$ cat src/rtl/bifrost_bus_pkg.sv
// Shared types for the 6502 RAM bus arbiter.
//   ADDR_W / DATA_W : RAM bus widths
//   arb_state_t     : arbiter FSM states
//   master_t        : DMA master index (0 = boot loader, 1 = peripheral DMA)
package bifrost_bus_pkg;

    localparam int unsigned ADDR_W = 19;
    localparam int unsigned DATA_W = 8;

    typedef logic master_t;

    typedef enum logic [2:0] {
        BOOT,
        CPU_RUN,
        STOPPING,
        PARK,
        GRANTED,
        RELEASE,
        RESTART
    } arb_state_t;

endpackage

$ cat src/rtl/bus_arbiter_rr_pick.sv
// 2-way round-robin chooser.
//   req         in  per-master request
//   last_served in  master served most recently
//   winner      out chosen master (don't-care when no request)
module rr_pick
    import bifrost_bus_pkg::*;
(
    input  logic [1:0] req,
    input  master_t    last_served,
    output master_t    winner
);

    // A lone requester wins; on a tie the master not served last wins.
    always_comb begin
        winner = ~last_served;
        case (req)
            2'b01:   winner = 1'b0;
            2'b10:   winner = 1'b1;
            default: winner = ~last_served;
        endcase
    end

endmodule

$ cat src/rtl/bus_arbiter.sv
// Arbitrates the 6502 RAM bus between the CPU and two DMA masters. The CPU is
// parked (clock stopped at a bus-cycle boundary, then BE dropped) before any
// DMA grant, and is not started until the first boot-loader tenure completes.
//   clock, reset        : system clock, synchronous active-high reset
//   cpu_cycle_end       : end-of-6502-bus-cycle pulse
//   req / grant         : per-master request (level) / grant (one-hot or zero)
//   dma_address0/1, dma_data0/1, dma_rw0/1 : master bus inputs
//   address, data, rw   : muxed RAM bus (combinational from registered grant)
//   bus_drive           : a DMA master owns the bus
//   busen, clock_stop   : 6502 BE and clock-run control (0 = disabled/stopped)
module bus_arbiter
    import bifrost_bus_pkg::*;
#(
    parameter int unsigned SETTLE  = 2,
    parameter int unsigned MIN_CPU = 16
) (
    input  logic              clock,
    input  logic              reset,
    input  logic              cpu_cycle_end,
    input  logic [1:0]        req,
    output logic [1:0]        grant,
    input  logic [ADDR_W-1:0] dma_address0,
    input  logic [ADDR_W-1:0] dma_address1,
    input  logic [DATA_W-1:0] dma_data0,
    input  logic [DATA_W-1:0] dma_data1,
    input  logic              dma_rw0,
    input  logic              dma_rw1,
    output logic [ADDR_W-1:0] address,
    output logic [DATA_W-1:0] data,
    output logic              rw,
    output logic              bus_drive,
    output logic              busen,
    output logic              clock_stop
);

    localparam int unsigned SETTLE_W = $clog2(SETTLE + 1);
    localparam int unsigned RUN_W    = $clog2(MIN_CPU + 1);

    arb_state_t          state, state_nxt;
    logic [SETTLE_W-1:0] settle_cnt, settle_cnt_nxt;
    logic [RUN_W-1:0]    run_cnt, run_cnt_nxt;
    master_t             target, target_nxt;
    master_t             last_served, last_served_nxt;
    master_t             winner;
    logic                boot_done, boot_done_nxt;
    logic [1:0]          grant_nxt;
    logic                bus_drive_nxt, busen_nxt, clock_stop_nxt;

    rr_pick u_rr_pick (
        .req         (req),
        .last_served (last_served),
        .winner      (winner)
    );

    // State and registered outputs.
    always_ff @(posedge clock) begin
        if (reset) begin
            state       <= BOOT;
            settle_cnt  <= '0;
            run_cnt     <= '0;
            target      <= 1'b0;
            last_served <= 1'b1;
            boot_done   <= 1'b0;
            grant       <= 2'b00;
            bus_drive   <= 1'b0;
            busen       <= 1'b0;
            clock_stop  <= 1'b0;
        end else begin
            state       <= state_nxt;
            settle_cnt  <= settle_cnt_nxt;
            run_cnt     <= run_cnt_nxt;
            target      <= target_nxt;
            last_served <= last_served_nxt;
            boot_done   <= boot_done_nxt;
            grant       <= grant_nxt;
            bus_drive   <= bus_drive_nxt;
            busen       <= busen_nxt;
            clock_stop  <= clock_stop_nxt;
        end
    end

    // Next-state and next-output logic.
    always_comb begin
        state_nxt       = state;
        settle_cnt_nxt  = settle_cnt;
        run_cnt_nxt     = run_cnt;
        target_nxt      = target;
        last_served_nxt = last_served;
        boot_done_nxt   = boot_done;
        grant_nxt       = grant;
        bus_drive_nxt   = bus_drive;
        busen_nxt       = busen;
        clock_stop_nxt  = clock_stop;

        case (state)
            // CPU already stopped and floated; only the boot loader is served.
            BOOT: begin
                if (req[0]) begin
                    target_nxt     = 1'b0;
                    settle_cnt_nxt = '0;
                    state_nxt      = PARK;
                end
            end
            // Run counter saturates; requests wait for a minimum CPU run.
            CPU_RUN: begin
                if (run_cnt == RUN_W'(MIN_CPU)) begin
                    if (|req) begin
                        target_nxt = winner;
                        state_nxt  = STOPPING;
                    end
                end else begin
                    run_cnt_nxt = run_cnt + RUN_W'(1);
                end
            end
            STOPPING: begin
                if (cpu_cycle_end) begin
                    clock_stop_nxt = 1'b0;
                    settle_cnt_nxt = '0;
                    state_nxt      = PARK;
                end
            end
            // First PARK edge drops BE; grant follows after SETTLE more edges.
            PARK: begin
                busen_nxt = 1'b0;
                if (settle_cnt == SETTLE_W'(SETTLE)) begin
                    grant_nxt     = target ? 2'b10 : 2'b01;
                    bus_drive_nxt = 1'b1;
                    state_nxt     = GRANTED;
                end else begin
                    settle_cnt_nxt = settle_cnt + SETTLE_W'(1);
                end
            end
            // The other master's request simply waits; no pre-emption.
            GRANTED: begin
                if (!req[target]) begin
                    grant_nxt       = 2'b00;
                    bus_drive_nxt   = 1'b0;
                    last_served_nxt = target;
                    if (target == 1'b0) begin
                        boot_done_nxt = 1'b1;
                    end
                    settle_cnt_nxt  = '0;
                    state_nxt       = RELEASE;
                end
            end
            RELEASE: begin
                if (settle_cnt == SETTLE_W'(SETTLE - 1)) begin
                    busen_nxt = 1'b1;
                    state_nxt = RESTART;
                end else begin
                    settle_cnt_nxt = settle_cnt + SETTLE_W'(1);
                end
            end
            // The CPU clock only ever restarts once the boot loader has run.
            RESTART: begin
                clock_stop_nxt = boot_done;
                run_cnt_nxt    = '0;
                state_nxt      = CPU_RUN;
            end
            default: begin
                state_nxt = BOOT;
            end
        endcase
    end

    // Bus mux driven from the registered grant; idle bus reads with zeros.
    always_comb begin
        address = '0;
        data    = '0;
        rw      = 1'b1;
        if (grant[0]) begin
            address = dma_address0;
            data    = dma_data0;
            rw      = dma_rw0;
        end else if (grant[1]) begin
            address = dma_address1;
            data    = dma_data1;
            rw      = dma_rw1;
        end
    end

endmodule

$ cat config.mk
export PLATFORM = sky130hd
export DESIGN_NAME = bus_arbiter
export DESIGN_NICKNAME = d
export VERILOG_FILES = /design/src/rtl/bifrost_bus_pkg.sv /design/src/rtl/bus_arbiter_rr_pick.sv /design/src/rtl/bus_arbiter.sv
export SDC_FILE = /design/constraint.sdc
export NUM_CORES = 1
export LEC_CHECK = 0
export ABC_CLOCK_PERIOD_IN_PS = 1450
export BUFFER_PORTS_ARGS = -buffer_cell sky130_fd_sc_hd__buf_4
export CELL_PAD_IN_SITES_DETAIL_PLACEMENT = 0
export CELL_PAD_IN_SITES_GLOBAL_PLACEMENT = 2
export CORE_MARGIN = 3
export CORE_UTILIZATION = 18
export CTS_CLUSTER_DIAMETER = 150
export CTS_CLUSTER_SIZE = 10
export DETAILED_ROUTE_END_ITERATION = 6
export PLACE_DENSITY = 0.85
export SETUP_SLACK_MARGIN = 0.4
export SYNTH_ARGS = -nofsm -noshare
export SYNTH_HDL_FRONTEND = slang
export SYNTH_SLANG_ARGS = --single-unit
export TNS_END_PERCENT = 20
$ cat constraint.sdc
create_clock -name clock -period 1.45 [get_ports clock]
set_clock_uncertainty 0.15 [all_clocks]
set_input_delay 0 -clock clock [delete_from_list [all_inputs] [get_ports clock]]
set_output_delay 0 -clock clock [all_outputs]
set_load 0.1 [all_outputs]
==> results of run 1 <==
## state kept, by name, indices dropped and copies added, names as in the netlist
| name | count |
|---|---|
| settle_cnt | 2 |
| state | 3 |
| busen | 1 |
| bus_drive | 1 |
| boot_done | 1 |
| clock_stop | 1 |
| target | 1 |
| last_served | 1 |
| grant | 2 |
| run_cnt | 5 |
## path summary, 6_finish.rpt
kind | start | endpoint | slack [ns] | cells after the start
worst min-delay path | reset | settle_cnt[0] | -0.001 | 4
worst max-delay path | run_cnt[1] | target | -0.06 | 5
worst max register to register | run_cnt[1] | target | -0.06 | 5
worst min register to register | bus_drive | bus_drive | 0.34 | 2
## stage by stage
stage               power [W]  worst slack, ns  hold WS (ns)  setup TNS, ns
floorplan            0.000849           -0.191       -0.0322          -2.81
CTS                   0.00168          -0.0653      -0.00648          -1.27
global placement      0.00115           -0.121         0.152         -0.706
detailed placement    0.00116           -0.172         0.157         -0.939
global route          0.00182           -0.116       0.00510          -2.18
finish                0.00170          -0.0595      -0.00100         -0.488
## metal layers
layer	global-route usage (%)	wire length, um	vias to the layer above
li1	-	-	842
met1	14.5	2120	781
met2	24.0	2950	46
met3	2.42	250	6
met4	2.93	53	0
met5	0	0	-
## cell usage in the layout (no fill, tap or decap), types with 3 or more instances in the layout
cell type	count
dfxtp_1	7
buf_6	13
xor2_1	3
dfxtp_4	5
nor2_1	14
buf_12	30
inv_1	5
dfxtp_2	6
a21oi_2	4
inv_2	4
a21oi_1	7
a31oi_1	4
nand2_1	9
dlygate4sd3_1	4
a22o_4	27
clkbuf_8	3
nor2b_1	3
ha_4	3
o21ai_1	4
ha_1	3
buf_4	82
## logic make-up after synthesis
logic type / Yosys count / synth area share [%]
buf+inv: 21 / 6.69
simple gates: 49 / 21.6
mux: 1 / 0.775
compound gates: 60 / 33.8
fa+ha+maj: 6 / 5.81
flops: 18 / 27.9
xor+xnor: 5 / 3.39
## worst max-delay path: cells and delay by family (launching register included)
kind	cells	cell delay [ns]
AO/OA/AOI/OAI	1	0.12
adder cells (fa/ha/maj)	1	0.13
buffers and inverters	1	0.07
flip-flops	1	0.33
AND/OR/NAND/NOR	2	0.64
## where the power goes
group / leakage, nW / internal, W / switching (W)
registers: 0.152 / 0.000537 / 0.0000653
logic: 1.27 / 0.000436 / 0.000302
clock network: 0.0231 / 0.000188 / 0.000172
## cell type report
cell class                 instances  area (sq um)  area share [%]
clock buffer                       3          41.3            1.26
clock inverter                     1          3.75           0.115
inverter                           9          33.8            1.03
multi-input combinational        121          1260            38.4
sequential                        18           387            11.8
tap                               96           120            3.67
timing repair buffer             130          1430            43.7
## what timing repair did
item | CTS | global route
hold endpoints to repair | 12 | 0
gates cloned | 1 | 0
endpoints found under the setup margin | 49 | 51
hold buffers | 4 | 0
setup buffers | 3 | 0
resized for setup | 136 | 24
pin swaps | 29 | 11
==> results.md, run 1 <==
* Status: complete, but fails checks
* Failing checks: negative hold slack, negative setup slack
* Ant diodes at 0
* Final setup margin at -0.0595 ns
* Top-area cell type share of the netlist area at 27.9%
* Register area share after synthesis at 27.9%
* Slew Limit Fails at 0
* Post-detail-place hpwl at 3.66 mm
* PwrDens at 520 mW/mm^2
* CTS Sinks at 18
* ANT nets after route at 0
* Core Area at 0.00687 sq mm
* RSZ-0062 raised after global routing: yes
* FF+latch count, synth at 18
* Worst setup path class: reg -> reg
* Drt first pass iters at 4
* Crit Path Max Fanout at 2
* Most used flip-flop cell after synthesis: dfxtp_1
* Final Util at 47.6%
* Chip height at 90.7 um
* Fin crit share at 104%
* Synth cell count leaders: a22o_1 (27), dfxtp_1 (18), nor2_1 (14), a21oi_1 (12), nand2_1 (10)
* All-layer global routing usage at 12.7%
* FILL cells at 639
* Setup crit start kind: register
* Chip Width at 90.7 um
* Via Count at 1675
* Synth warn at 0
* Initial antenna violation count at 0
* WL per Instance at 14.2 um
* WL final at 5.38 mm
* Top cells by area, synth: dfxtp_1 (28%), a22o_1 (18%), ha_1 (5.8%)
* CP max-delay cell: or4b_4
* P_leak at 1.45 nW
* Fin crit period at 1.51 ns
* Grt ovf at 0
* Clk_lat worst skew at 0.26 ns
* Slowest stage delay, CP at 0.53 ns
* Number of max-cap violations at 0
* Hold WC Path Type: in -> reg
* DRT iter0 DRCs at 41
* Final cell count without fillers at 378
* Root Driver: clkbuf_8
* Final hold vios at 1
* # IOs at 94
* Vias in the first global route at 1753
* Post-Syn Instances at 160
* Count leader, synth: a22o_1
* Final GP Congestion at 0.742
* CTS buffer count at 3
* First-pass GRT wire length at 8.66 mm
* Largest net degree at the start of global routing at 21
* Placed Instances at 366
* Critical Path RT at 1.48 ns
* Area leader, netlist: dfxtp_1
* Layout cells sized above 1 at 69.5%
* Via density per instance at 4.43
* Htree depth at 1
* Cells along the critical path: inv_2 > ha_4 > nand4bb_4 > or4b_4 > a21oi_2
* Worst hold slack at -0.00100 ns
* DRC at 0
* FFs w/ async S/R, synth at 0%
* Worst IR Drop VDD at 0.000585 V
* Setup-failing EPs final at 16
* Slew HR at 67.8%
* Fmax at 662 MHz
* CP arrival at 1.54 ns
* Critical path endpoint category: register
* Total nets after synthesis at 227
* NumNets Final at 350
* Design area at 0.00327 sq mm
* Syn Std Cell Area at 0.00129 sq mm
* Clk buf depth at 2
* Synth Area per Inst at 8.07 sq um
* Area added between synthesis and finish at 153%
* Core Rows at 30
* Die area at 0.00823 sq mm
* Starting density of the core at 18.8%
* Clock transition at the registers of the reported paths at 0.07 ns
* Tightest Pin Transition at 0.481 ns
* Count of different cell masters after synthesis at 40
* Placed inst area at 0.00249 sq mm
* CTS tree: done
* Post-synth EDFFs at 0
* IO buf count at 93
No activity file was read; power rests on OpenSTA's default activity.
==> inputs of run 2 (changes only) <==
--- a/config.mk
+++ b/config.mk
@@ -14,8 +14,8 @@
 export CTS_CLUSTER_DIAMETER = 150
 export CTS_CLUSTER_SIZE = 10
 export DETAILED_ROUTE_END_ITERATION = 6
+export HOLD_SLACK_MARGIN = 0.15
 export PLACE_DENSITY = 0.85
-export SETUP_SLACK_MARGIN = 0.4
 export SYNTH_ARGS = -nofsm -noshare
 export SYNTH_HDL_FRONTEND = slang
 export SYNTH_SLANG_ARGS = --single-unit
==> run 2 against run 1 <==
Compared with the run above:
- largest cell class unchanged
- the run ends with negative setup slack left
- clock-buffer cell count grew 1
- maximum frequency decreased by 2.3%
- first-iteration DRC count rose by 73%
- worst hold slack improved by 0.19 ns
- final cell count is the same
- routed wire length decreased by 2.4%
- largest power group unchanged
- combinational power is 4.7% lower
==> results.md, run 2 (synthesized netlist as in run 1, its figures left out) <==
* Status: complete, but fails checks
* Failing checks: negative setup slack
* Area of the multi-input gates at 0.00118 sq mm (-6.3%)
* Hold Crit Depth at 6 (+2)
* DRT iter0 DRCs at 71 (+73%)
* FILL cells at 632 (-1.1%)
* Worst setup path class: reg -> reg
* Critical path endpoint category: register
* Worst IR Drop VDD at 0.000348 V (-40%)
* Number of max-cap violations at 0 (unchanged)
* Clk_lat worst skew at 0.25 ns (about the same)
* Largest net degree at the start of global routing at 29 (+38%)
* Hold wc startpoint: req[1]
* Slew Limit Fails at 0 (unchanged)
* CTS tree: done
* Switching share of total power at 30.7% (-0.99 points)
* Register-to-register setup slack at -0.1 ns (-0.04 ns)
* Core Area at 0.00687 sq mm (unchanged)
* IO buf count at 93 (unchanged)
* CTS Sinks at 18 (unchanged)
* Placed inst area at 0.00250 sq mm (+0.30%)
* Largest regs: run_cnt x5, state x3
* DRC at 0 (unchanged)
* Critical Path RT at 1.49 ns (about the same)
* Clock transition at the registers of the reported paths at 0.07 ns (about the same)
* Clk buf depth at 2 (unchanged)
* Post-detail-place hpwl at 3.76 mm (+2.8%)
* CP arrival at 1.58 ns (+0.04 ns)
* Chip Width at 90.7 um (unchanged)
* Seq pwr share at 35.7% (+0.3 points)
* R2r startpoint: run_cnt[1]
* Slew HR at 79.1% (+11 points)
* P_int at 0.00115 W (-1.2%)
* Power share of the combinational group at 42.5% (-0.9 points)
* Htree depth at 1 (unchanged)
* Core Rows at 30 (unchanged)
* Hold EP: grant[1]
* P_leak at 1.41 nW (-2.6%)
* Design area at 0.00314 sq mm (-4.1%)
* NetSw at 0.000509 W (-5.6%)
* Crit Path Max Fanout at 2 (unchanged)
* Placed Instances at 367 (+0.27%)
* Fin crit share at 107% (+2.5 points)
* Vias in the first global route at 1715 (-2.2%)
* WL per Instance at 13.9 um (-2.4%)
* Path depth of the worst reg2reg path at 5 (unchanged)
* Clock network power share at 21.8% (+0.6 points)
* Fin crit period at 1.55 ns (+0.0360 ns)
* Largest Register: run_cnt
* Fmax at 647 MHz (-2.3%)
* Area added between synthesis and finish at 143%
* Max reg flops at 5 (unchanged)
* ANT nets after route at 0 (unchanged)
* Final cell count without fillers at 378 (unchanged)
* Chip height at 90.7 um (unchanged)
* R2r endpoint: target
* Via Count at 1672 (-0.18%)
* Initial antenna violation count at 0 (unchanged)
* Hold WC Path Type: in -> reg
* Most frequent cells in the layout: buf_4 (93), buf_12 (29), a22o_4 (27)
* Layout cells sized above 1 at 65.2% (-4.3 points)
* Drt first pass iters at 4 (unchanged)
* Ant diodes at 0 (unchanged)
* # IOs at 94 (unchanged)
* Final Util at 45.6% (-1.9 points)
* All-layer global routing usage at 12.5% (-0.23 points)
* Tightest Pin Transition at 0.305 ns (-0.176 ns)
* Most common cell after layout, fill and taps aside: buf_4
* Final setup margin at -0.0955 ns (-0.0360 ns)
* Final GP Congestion at 0.800 (+7.8%)
* NumNets Final at 350 (unchanged)
* Starting density of the core at 18.8% (unchanged)
* First-pass GRT wire length at 8.47 mm (-2.1%)
* Final hold vios at 0 (-1)
* Grt ovf at 0 (unchanged)
* Dpl ws at -0.146 ns (+0.0260 ns)
* FF/Latch Area at 382 sq um (-1.3%)
* Via density per instance at 4.42 (-0.18%)
* Die area at 0.00823 sq mm (unchanged)
* CTS buffer count at 3 (unchanged)
* Setup TNS at -0.444 ns (+0.0432 ns)
* WL final at 5.25 mm (-2.4%)
* Root Driver: clkbuf_8
* Setup crit start kind: register
* PwrDens at 528 mW/mm^2 (+1.6%)
* Setup-failing EPs final at 15 (-1)
* RSZ-0062 raised after global routing: yes
run 2: metrics by stage:
stage               total power [W]  hold slack, ns
global placement            0.00117           0.165
detailed placement          0.00118           0.167
CTS                         0.00161           0.183
global route                0.00179           0.213
floorplan                  0.000849         -0.0322
finish                      0.00166           0.192
run 2: repair_timing:
action,in CTS,in global routing
pin swaps,8,12
endpoints found under the setup margin,42,43
gates cloned,0,1
setup buffers,1,1
hold buffers,4,0
gates resized for setup,99,24
hold endpoints to repair,18,0
run 2: final cells by class:
class                      count  area share [%]
multi-input combinational    121            37.5
tap                           96            3.83
timing repair buffer         130            43.9
sequential                    18            12.2
clock buffer                   4            1.44
inverter                       9            1.08
run 2: worst max-delay path, stage by stage (launching register included):
cell and delay, ns:
dfxtp_2 0.32, inv_2 0.07, ha_4 0.12, nand4bb_1 0.13, or4b_1 0.55, a21oi_2 0.13
run 2: how the worst max path moves through the flow:
stage | start | end | slack [ns]
after floorplan | grant[0] | address[10] | -0.19
after global placement | state[1] | state[0] | -0.11
after detailed placement | state[2] | settle_cnt[1] | -0.15
after CTS | run_cnt[1] | target | -0.09
after global routing | run_cnt[1] | target | -0.18
final | run_cnt[1] | target | -0.1
run 2: routing by layer:
layer  up-vias  global-route usage [%]  wire, um
li1        836                       -         -
met1       793                    15.1      2180
met2        36                    22.4      2790
met3         7                    1.92       196
met4         0                    3.83        81
met5         -                       0         0
run 2: power by group through the flow:
| stage | sequential (W) | combinational [W] | clock [W] |
|---|---|---|---|
| after floorplan | 0.000559 | 0.000290 | 0 |
| after global placement | 0.000588 | 0.000583 | 0 |
| after detailed placement | 0.000590 | 0.000593 | 0 |
| after CTS | 0.000590 | 0.000640 | 0.000375 |
| after global routing | 0.000600 | 0.000783 | 0.000404 |
| final | 0.000592 | 0.000703 | 0.000361 |
